## config.mk

```make
export PLATFORM = sky130hd
export DESIGN_NAME = vga_ship_renderer
export DESIGN_NICKNAME = d
export VERILOG_FILES = /design/src/rtl/vga_ship_renderer.sv
export SDC_FILE = /design/constraint.sdc
export NUM_CORES = 1
export LEC_CHECK = 0
export BUFFER_PORTS_ARGS = -buffer_cell sky130_fd_sc_hd__buf_4
export CAP_MARGIN = 20
export CORE_MARGIN = 4
export CORE_UTILIZATION = 58
export DETAILED_ROUTE_END_ITERATION = 7
export PLACE_DENSITY = 0.8
export RECOVER_POWER = 100
export SLEW_MARGIN = 30
export SYNTH_ARGS = -nofsm -noshare
export SYNTH_HDL_FRONTEND = slang
export SYNTH_SLANG_ARGS = --single-unit
```

## constraint.sdc

```tcl
create_clock -name clk -period 2.95 [get_ports clk]
set_clock_uncertainty 0.05 [all_clocks]
set_input_delay 0.4425 -clock clk [delete_from_list [all_inputs] [get_ports clk]]
set_output_delay 0.4425 -clock clk [all_outputs]
set_load 0.02 [all_outputs]
```

## src/rtl/vga_ship_renderer.sv

```systemverilog
// rtl/vga_ship_renderer.sv - VGA timing generator drawing a double-buffered square ship sprite
// Optional macro CENTER_BODY_EN adds a 9x9 yellow body marker at screen centre.
module vga_ship_renderer #(
    parameter int H_ACTIVE  = 640,
    parameter int H_FP      = 16,
    parameter int H_SYNC    = 96,
    parameter int H_BP      = 48,
    parameter int V_ACTIVE  = 480,
    parameter int V_FP      = 10,
    parameter int V_SYNC    = 2,
    parameter int V_BP      = 33,
    parameter int CLK_DIV   = 2,
    parameter int SHIP_SIZE = 16
) (
    input  logic        clk,
    input  logic        reset,
    input  logic [15:0] ship_x,
    input  logic [15:0] ship_y,
    input  logic        pos_valid,
    output logic        pos_ready,
    output logic        frame_start,
    output logic [7:0]  VGA_R,
    output logic [7:0]  VGA_G,
    output logic [7:0]  VGA_B,
    output logic        VGA_HS,
    output logic        VGA_VS,
    output logic        VGA_BLANK_N
);
    localparam int H_TOTAL  = H_ACTIVE + H_FP + H_SYNC + H_BP;
    localparam int V_TOTAL  = V_ACTIVE + V_FP + V_SYNC + V_BP;
    localparam int HS_FIRST = H_ACTIVE + H_FP;
    localparam int HS_LAST  = HS_FIRST + H_SYNC - 1;
    localparam int VS_FIRST = V_ACTIVE + V_FP;
    localparam int VS_LAST  = VS_FIRST + V_SYNC - 1;
    localparam int DIV_W    = (CLK_DIV > 1) ? $clog2(CLK_DIV) : 1;
    localparam int H_W      = $clog2(H_TOTAL);
    localparam int V_W      = $clog2(V_TOTAL);

    localparam logic [15:0]        X_HOME = 16'(H_ACTIVE / 2);
    localparam logic [15:0]        Y_HOME = 16'(V_ACTIVE / 2);
    localparam logic signed [16:0] HIT_LO = 17'(-(SHIP_SIZE / 2));
    localparam logic signed [16:0] HIT_HI = 17'(SHIP_SIZE / 2 - 1);

    logic [DIV_W-1:0]   div_cnt;
    logic [H_W-1:0]     h_cnt;
    logic [V_W-1:0]     v_cnt;
    logic               tick;
    logic               vblank_start;
    logic [15:0]        act_x, act_y;
    logic [15:0]        pend_x, pend_y;
    logic               pend_full;
    logic signed [16:0] h_pos, v_pos, dx, dy;
    logic               in_active, hs_on, vs_on, ship_hit;
    logic [7:0]         pix_r, pix_g, pix_b;

    assign tick         = (div_cnt == DIV_W'(CLK_DIV - 1));
    assign vblank_start = tick && (h_cnt == '0) && (v_cnt == V_W'(V_ACTIVE));
    assign pos_ready    = !pend_full;

    always_ff @(posedge clk) begin
        if (reset) begin
            div_cnt <= '0;
            h_cnt   <= '0;
            v_cnt   <= '0;
        end else begin
            div_cnt <= tick ? '0 : div_cnt + DIV_W'(1);
            if (tick) begin
                if (h_cnt == H_W'(H_TOTAL - 1)) begin
                    h_cnt <= '0;
                    v_cnt <= (v_cnt == V_W'(V_TOTAL - 1)) ? '0 : v_cnt + V_W'(1);
                end else begin
                    h_cnt <= h_cnt + H_W'(1);
                end
            end
        end
    end

    // Pending slot only ever fills when empty and only drains when full, so the
    // vblank copy and a new handshake can never target the same data.
    always_ff @(posedge clk) begin
        if (reset) begin
            act_x     <= X_HOME;
            act_y     <= Y_HOME;
            pend_x    <= '0;
            pend_y    <= '0;
            pend_full <= 1'b0;
        end else if (vblank_start && pend_full) begin
            act_x     <= pend_x;
            act_y     <= pend_y;
            pend_full <= 1'b0;
        end else if (pos_valid && !pend_full) begin
            pend_x    <= ship_x;
            pend_y    <= ship_y;
            pend_full <= 1'b1;
        end
    end

    assign h_pos     = $signed({1'b0, 16'(h_cnt)});
    assign v_pos     = $signed({1'b0, 16'(v_cnt)});
    assign dx        = h_pos - $signed({1'b0, act_x});
    assign dy        = v_pos - $signed({1'b0, act_y});
    assign ship_hit  = (dx >= HIT_LO) && (dx <= HIT_HI) && (dy >= HIT_LO) && (dy <= HIT_HI);
    assign in_active = (h_cnt < H_W'(H_ACTIVE)) && (v_cnt < V_W'(V_ACTIVE));
    assign hs_on     = (h_cnt >= H_W'(HS_FIRST)) && (h_cnt <= H_W'(HS_LAST));
    assign vs_on     = (v_cnt >= V_W'(VS_FIRST)) && (v_cnt <= V_W'(VS_LAST));

`ifdef CENTER_BODY_EN
    localparam logic signed [16:0] BODY_X  = 17'(H_ACTIVE / 2);
    localparam logic signed [16:0] BODY_Y  = 17'(V_ACTIVE / 2);
    localparam logic signed [16:0] BODY_LO = -17'sd4;
    localparam logic signed [16:0] BODY_HI = 17'sd4;

    logic signed [16:0] bx, by;
    logic               body_hit;

    assign bx       = h_pos - BODY_X;
    assign by       = v_pos - BODY_Y;
    assign body_hit = (bx >= BODY_LO) && (bx <= BODY_HI) && (by >= BODY_LO) && (by <= BODY_HI);
`endif

    // Ship white wins over the body marker; everything is black outside active video.
    always_comb begin
        pix_r = 8'h00;
        pix_g = 8'h00;
        pix_b = 8'h00;
        if (in_active) begin
            if (ship_hit) begin
                pix_r = 8'hFF;
                pix_g = 8'hFF;
                pix_b = 8'hFF;
            end
`ifdef CENTER_BODY_EN
            else if (body_hit) begin
                pix_r = 8'hFF;
                pix_g = 8'hFF;
            end
`endif
        end
    end

    always_ff @(posedge clk) begin
        if (reset) begin
            VGA_R       <= 8'h00;
            VGA_G       <= 8'h00;
            VGA_B       <= 8'h00;
            VGA_HS      <= 1'b1;
            VGA_VS      <= 1'b1;
            VGA_BLANK_N <= 1'b0;
            frame_start <= 1'b0;
        end else begin
            frame_start <= vblank_start;
            if (tick) begin
                VGA_HS      <= !hs_on;
                VGA_VS      <= !vs_on;
                VGA_BLANK_N <= in_active;
                VGA_R       <= pix_r;
                VGA_G       <= pix_g;
                VGA_B       <= pix_b;
            end
        end
    end
endmodule

```

==> flow_summary.json, run 1 <==
{
  "status": "complete, no violations",
  "grt_util_all_layers_pct": 22.2,
  "crit_path_top_delay_cell": "fa_1",
  "n_antenna_cell": 0,
  "firstDrtPassIters": 6,
  "worstPathCellList": "inv_1 -> ha_1 -> inv_1 -> fa_1 -> a211oi_2 -> o21bai_1 -> a21oi_1 -> xor2_1 -> nand4_1 -> a2111oi_0 -> a32oi_1 -> o21ai_0",
  "drtIter0Drc": 301,
  "vias": 4414,
  "rsz0062_at_grt": "false",
  "antenna_left": 0,
  "die_w_um": 99.7,
  "whs_path_depth": 3,
  "ys_async_sr_fraction_pct": 0,
  "met1_length_um": 4960,
  "synth-main-ff-cell": "dfxtp_1",
  "layout_min_cycle_time_ns": 2.72,
  "cts_root_buffer": "clkbuf_8",
  "synth.avg_cell_area_um2": 7.59,
  "initial_core_util_pct": 59.6,
  "first_global_vias": 4173,
  "htree_num_levels": 3,
  "critPathMaxFanout": 5,
  "cp-end-kind": "flop",
  "p_leak_nw": 2.09,
  "drv_slew": 0,
  "synthCells": 642,
  "switchingPower_w": 0.000568,
  "hold_viol_final": 0,
  "grt-ovfl-total": 0,
  "synth-seq-area-share_pct": 37.4,
  "r2r_cells": 12,
  "timing.fmax_ghz": 0.368,
  "crit_buf_inv": 2,
  "cp_top_family": "compound AO/OA/AOI/OAI gates",
  "cts_tree": "yes",
  "vias_per_cell": 5.62,
  "syn_area_mm2": 0.00487,
  "drcViolationCount": 0,
  "regArea_mm2": 0.00182,
  "layout_setup_ws_ns": 0.234,
  "syn-num-nets": 703,
  "cp_common_cell": "inv_1",
  "place_area_mm2": 0.00527,
  "p_seq_share_pct": 57.6,
  "n_fill_cell": 745,
  "die_h_um": 99.7,
  "wl_met3_um": 773,
  "required_ns": 3.18,
  "p_comb_share_pct": 6.5,
  "synth_seq_cells": 91,
  "max_stage_delay_ns": 0.37,
  "tightest_slew_ns": 1.47,
  "synthToLayoutAreaGrowth_pct": 9.65,
  "port_buffers": 63,
  "final.setup.tns_ns": 0,
  "power.internal_w": 0.00165,
  "cts_buffers": 9,
  "clock_latency_ns": 0.36,
  "dieArea_mm2": 0.00993,
  "setup_viol": 0,
  "cts_buffer_depth": 2,
  "ir_worst_vdd_uv": 319,
  "cts_sinks": 91,
  "p_sw_share_pct": 25.6,
  "num_rows": 33,
  "post_drt_wl_per_cell_um": 13.7,
  "ios": 64,
  "gp_congestion": 0.906,
  "timing.final.crit_share_pct": 92.1,
  "design_area_mm2": 0.00534,
  "dp_slack_ns": 0.219,
  "yosysUniqueCellTypes": 57,
  "nets": 736,
  "holdCritPathClass": "primary input to flop",
  "cp.depth": 12,
  "wl_um": 10800,
  "highest_layer": "met4",
  "multi_input_area_mm2": 0.00268,
  "core-area_mm2": 0.00818,
  "total_power_w": 0.00222,
  "synth_edf_count": 0,
  "worstPathArrival_ns": 2.95,
  "synth_warnings": 0,
  "crit_type": "flop to flop",
  "grt_max_degree": 78,
  "grt_pass1_wl_um": 18300,
  "dpl.hpwl_um": 7880,
  "grt_antenna_before_repair": 0,
  "whs_ns": 0.271,
  "final_layout_size_suffix_gt1_share_pct": 9.26,
  "relSlewSlack_pct": 2.07,
  "crit_path_start_kind": "flop",
  "p_clk_share_pct": 35.9,
  "cts.clk_slew.worst_paths_ns": 0.10,
  "cap_violations": 0,
  "pwr_density_cell_mw_per_mm2": 415,
  "route.met2.wl_um": 4800
}
[placed cells by master (no fill, tap or decap), types with 3 or more instances in the layout]
master	netlist	routed
a21o_1	3	3
o31a_1	4	4
ha_1	24	24
nor2_1	50	50
nand3_1	12	12
nand2_1	151	150
o21ai_0	9	10
clkbuf_1	22	30
clkbuf_8	0	9
a31oi_1	4	4
dfxtp_1	91	91
a211oi_1	6	5
nand4_1	10	10
xor2_1	17	17
nand2b_1	8	8
nor3_1	11	11
nand3b_1	7	7
or3_1	4	4
nor3b_1	3	3
buf_4	23	38
o21ai_1	9	8
xnor2_1	7	7
a21oi_1	77	77
nor4_1	6	6
and3_1	7	7
inv_1	30	30
[cells in the mapped netlist, drive strengths merged (2+ instances only)]
library cell | number | area, um^2
a32oi | 2 | 17.5
buf | 26 | 184
nor2 | 50 | 188
nand4b | 2 | 17.5
nand2 | 151 | 567
dfxtp | 91 | 1820
nand3b | 7 | 52.6
o21a | 2 | 15.0
a21boi | 2 | 15.0
o21ai | 18 | 90.1
clkbuf | 22 | 82.6
o21bai | 2 | 15.0
nand2b | 8 | 50.1
xnor2 | 7 | 61.3
and2 | 3 | 18.8
and3 | 7 | 43.8
a31oi | 4 | 25.0
fa | 2 | 40.0
o31a | 4 | 35.0
a21o | 3 | 22.5
a211oi | 6 | 45.0
nand3 | 12 | 60.1
nor3b | 3 | 22.5
xor2 | 17 | 149
nor3 | 11 | 55.1
nor2b | 3 | 18.8
or3 | 4 | 25.0
a21oi | 77 | 385
mux2i | 2 | 20.0
o221ai | 2 | 17.5
inv | 30 | 113
ha | 24 | 300
nor4 | 7 | 50.1
a311oi | 2 | 17.5
a2111oi | 3 | 32.5
nand4 | 10 | 62.6
or2 | 3 | 18.8
or4 | 2 | 18.8
[power groups by stage]
stage	clock (W)	combinational [W]	sequential (W)
finish	0.000796	0.000144	0.00128
global route	0.000865	0.000162	0.00128
CTS	0.000811	0.000145	0.00128
detailed placement	0	0.000145	0.00130
global placement	0	0.000141	0.00130
floorplan	0	0.0000841	0.00130
[metal layers]
layer | vias up | GRT usage, %
li1 | 2232 | -
met1 | 1999 | 30.0
met2 | 156 | 35.6
met3 | 27 | 3.86
met4 | 0 | 7.98
met5 | - | 0
[flip-flops by register name, summed over array words and instances, names as in the netlist]
signal       count
pend_y          16
VGA_HS           1
VGA_BLANK_N      1
VGA_B            1
div_cnt          1
pend_x          16
h_cnt           10
act_x           16
act_y           16
v_cnt           10
pend_full        1
VGA_VS           1
frame_start      1
[worst reg2reg max path: stages (launching register included)]
cell	delay, ns
dfxtp_1	0.36
inv_1	0.10
ha_1	0.17
inv_1	0.05
fa_1	0.37
a211oi_2	0.31
o21bai_1	0.12
a21oi_1	0.18
xor2_1	0.23
nand4_1	0.12
a2111oi_0	0.35
a32oi_1	0.09
o21ai_0	0.16
[metrics by stage]
step	utilization, %	cells
global placement	64.4	769
global route	65.4	785
floorplan	-	642
finish	65.4	785
detailed placement	64.4	769
CTS	66.7	785
[path summary, 6_finish.rpt]
| check | startpoint | to | slack (ns) |
|---|---|---|---|
| worst max register to register | v_cnt[0]$_SDFFE_PP0P_ | VGA_B[6]$_SDFFE_PP0P_ | 0.23 |
| worst max-delay path | v_cnt[0]$_SDFFE_PP0P_ | VGA_B[6]$_SDFFE_PP0P_ | 0.23 |
| worst min-delay path | ship_x[3] | pend_x[3]$_SDFFE_PP0P_ | 0.27 |
| worst min register to register | VGA_BLANK_N$_SDFFE_PP0P_ | VGA_BLANK_N$_SDFFE_PP0P_ | 0.40 |
[area by class of cell]
type	instances	share of cell area (%)
sequential	91	34.1
inverter	30	2.11
tap	105	2.46
clock inverter	6	1.05
timing repair buffer	70	7.70
multi-input combinational	473	50.2
clock buffer	10	2.39
[kinds of logic after synthesis]
group	Yosys count	synth area share [%]
mux	2	0.411
buf+inv	78	7.78
xor+xnor	24	4.31
compound gates	134	16.3
simple gates	287	26.9
flops	91	37.4
fa+ha+maj	26	6.98
[repair_timing]
| action | in CTS | in global routing |
|---|---|---|
| endpoints found under the setup margin | 0 | 1 |
| hold buffers | 0 | 0 |
| gates resized for setup | 0 | 1 |
| setup buffers | 0 | 0 |
Note: power is estimated with default switching activity, not from simulation.
==> run 2, diff against run 1 <==
--- a/config.mk
+++ b/config.mk
@@ -5,12 +5,13 @@
 export SDC_FILE = /design/constraint.sdc
 export NUM_CORES = 1
 export LEC_CHECK = 0
+export ABC_AREA = 1
 export BUFFER_PORTS_ARGS = -buffer_cell sky130_fd_sc_hd__buf_4
 export CAP_MARGIN = 20
 export CORE_MARGIN = 4
-export CORE_UTILIZATION = 58
+export CORE_UTILIZATION = 59
 export DETAILED_ROUTE_END_ITERATION = 7
-export PLACE_DENSITY = 0.8
+export PLACE_DENSITY = 0.81
 export RECOVER_POWER = 100
 export SLEW_MARGIN = 30
 export SYNTH_ARGS = -nofsm -noshare
==> run 2 against run 1 <==
  * Largest power group unchanged
  * Synthesized cell count rose by 28%
  * Via count rose by 17%
  * Cell area rose by 9.7%
  * Non-clock buffer count fell by 4
  * Critical path depth fell by 6
  * Die area rose by 8.6%
  * Sequential power barely moved
  * Setup slack improved by 0.27 ns
==> flow_summary.json, run 2 <==
{
  "utilization_pct": 66.2,
  "layout_setup_ws_ns": 0.501,
  "crit_path_start_kind": "flop",
  "cp-end-kind": "flop",
  "nets": 919,
  "timing.final.crit_share_pct": 83.0,
  "ir_worst_vdd_uv": 272,
  "synth.avg_cell_area_um2": 6.58,
  "antenna_left": 0,
  "n_fill_cell": 858,
  "ios": 64,
  "status": "complete, no violations",
  "port_buffers": 63,
  "holdCritPathClass": "primary input to flop",
  "relSlewSlack_pct": 29.1,
  "grt_util_all_layers_pct": 25.1,
  "syn-num-nets": 885,
  "synthAdderAreaFrac_pct": 6.27,
  "hold_viol_final": 0,
  "timing.rr.start": "h_cnt[1]$_SDFFE_PP0P_",
  "ys_async_sr_fraction_pct": 0,
  "yosysTopAreaCell": "dfxtp_1",
  "drtIter0Drc": 367,
  "timing.fmax_ghz": 0.408,
  "core-area_mm2": 0.00885,
  "cts_root_buffer": "clkbuf_8",
  "crit_type": "flop to flop",
  "synthCells": 824,
  "critPathMaxFanout": 8,
  "layout_min_cycle_time_ns": 2.45,
  "worstPathArrival_ns": 2.60,
  "cts_sinks": 91,
  "required_ns": 3.10,
  "tightest_slew_ns": 1.05,
  "cts.clk_slew.worst_paths_ns": 0.09,
  "dpl.hpwl_um": 10600,
  "vias": 5181,
  "pwr_density_cell_mw_per_mm2": 398,
  "initial_core_util_pct": 61.3,
  "cts_buffers": 9,
  "synth_seq_cells": 91,
  "drv_slew": 0,
  "post_cts_buffers": 0,
  "cts_hold_buf": 0,
  "synthSimpleGateAreaFrac_pct": 32.6,
  "drcViolationCount": 0,
  "yosysMostFrequentCell": "nand2_1",
  "synthMuxAreaShare_pct": 0,
  "n_antenna_cell": 0,
  "syn_area_mm2": 0.00542,
  "wl_um": 13500,
  "whs_path_depth": 3,
  "synth-seq-area-share_pct": 33.6,
  "synth_top_family_by_area": "simple AND/OR/NAND/NOR gates",
  "htree_num_levels": 3,
  "final_common_cell": "nand2_1",
  "cap_violations": 0,
  "vias_per_cell": 5.34,
  "setup_viol": 0,
  "die_w_um": 104,
  "final.setup.tns_ns": 0,
  "synth_xor_area_share_pct": 0.969,
  "p_leak_nw": 2.82,
  "rr_endpoint": "v_cnt[9]$_SDFFE_PP0P_",
  "cts_resized": 0,
  "num_rows": 34,
  "grt_pass1_wl_um": 22300,
  "rsz0062_at_grt": "false",
  "hp-start": "ship_y[2]",
  "synthToLayoutAreaGrowth_pct": 8.07,
  "grt_antenna_before_repair": 0,
  "grt_max_degree": 62,
  "r2r_cells": 6,
  "r2r_slack_ns": 0.50,
  "first_global_vias": 4754,
  "final_layout_size_suffix_gt1_share_pct": 7.76,
  "dieArea_mm2": 0.0108,
  "final_cell_mix": "nand2_1 (177), inv_1 (121), nor2_1 (108), dfxtp_1 (91), o21ai_0 (62)",
  "dp_slack_ns": 0.658,
  "gp_congestion": 0.925,
  "post_drt_wl_per_cell_um": 13.9,
  "die_h_um": 104,
  "synth_common_cells": "nand2_1 (176), inv_1 (121), nor2_1 (107)",
  "synthTopCellsByArea": "dfxtp_1 (34%), nand2_1 (12%), inv_1 (8.4%)",
  "clock_latency_ns": 0.37,
  "cts_tree": "yes",
  "synth_warnings": 0,
  "synth_compound_area_share_pct": 13.3,
  "startpoint": "h_cnt[1]$_SDFFE_PP0P_",
  "synth-main-ff-cell": "dfxtp_1",
  "cts_buffer_depth": 2,
  "synth_edf_count": 0,
  "grt-ovfl-total": 0,
  "synth_top_area_share_pct": 33.6,
  "min_to": "pend_y[2]$_SDFFE_PP0P_",
  "firstDrtPassIters": 5,
  "yosysUniqueCellTypes": 38
}
[run 2: changes by cell type after synthesis, sizes merged, moves of 5 or more]
cell | before | now
a21oi | 77 | 53
and3 | 7 | 1
clkbuf | 22 | 16
inv | 30 | 122
nand2 | 151 | 181
nand2b | 8 | 0
nand3 | 12 | 57
nor2 | 50 | 112
nor3 | 11 | 19
o211ai | 1 | 6
o21ai | 18 | 62
xnor2 | 7 | 0
xor2 | 17 | 6
[run 2: layer usage]
metal,vias to the layer above,wire [um],global-route usage (%)
li1,2694,-,-
met1,2291,6400,35.2
met2,179,5910,39.5
met3,17,1020,4.78
met4,0,148,7.22
met5,-,0,0
[run 2: how the worst max path moves through the flow]
stage	to	slack [ns]	cells past startpoint
5_1_grt	v_cnt[9]$_SDFFE_PP0P_	0.29	6
2_1_floorplan	VGA_B[6]$_SDFFE_PP0P_	0.90	17
4_1_cts	VGA_B[6]$_SDFFE_PP0P_	0.63	17
6_report	v_cnt[9]$_SDFFE_PP0P_	0.50	6
3_3_place_gp	VGA_B[6]$_SDFFE_PP0P_	0.73	13
3_5_place_dp	VGA_B[6]$_SDFFE_PP0P_	0.66	17
[run 2: area by class of cell]
class                           count  area (um^2)  share of cell area, %
Multi-Input combinational cell    567         2860                   48.8
Inverter                          123          463                   7.90
Clock buffer                       11          141                   2.41
Tap cell                          108          135                   2.31
Sequential cell                    91         1820                   31.1
Timing Repair Buffer               66          383                   6.53
Clock inverter                      5         60.1                   1.02
[run 2: cells by family after synthesis]
logic type / Yosys count
xor+xnor: 6
simple gates: 401
fa+ha+maj: 26
buf+inv: 166
flops: 91
compound gates: 134
[run 2: report_power, final]
part	leakage [nW]	total (W)	switching (W)	internal, W
clock	0.100	0.000874	0.000454	0.000420
combinational	1.98	0.000171	0.000103	0.0000678
sequential	0.742	0.00129	0.0000184	0.00127
total	2.82	0.00233	0.000576	0.00176
[run 2: metrics by stage]
stage               power, W  instances  instance area, um^2  hold WS (ns)
detailed placement   0.00149        955                 5810         0.401
floorplan            0.00142        824                 5420         0.380
global route         0.00243        971                 5860         0.284
global placement     0.00148        955                 5810         0.391
CTS                  0.00235        971                 6010         0.271
finish               0.00233        971                 5860         0.281
[run 2: worst max-delay path, cell delays in order, from the launching register on]
cell and delay, ns:
dfxtp_1 0.40, ha_1 0.20, nand2_1 0.08, nor2_1 0.24, nand3_1 0.28, o21ai_0 0.90
nor3_1 0.14
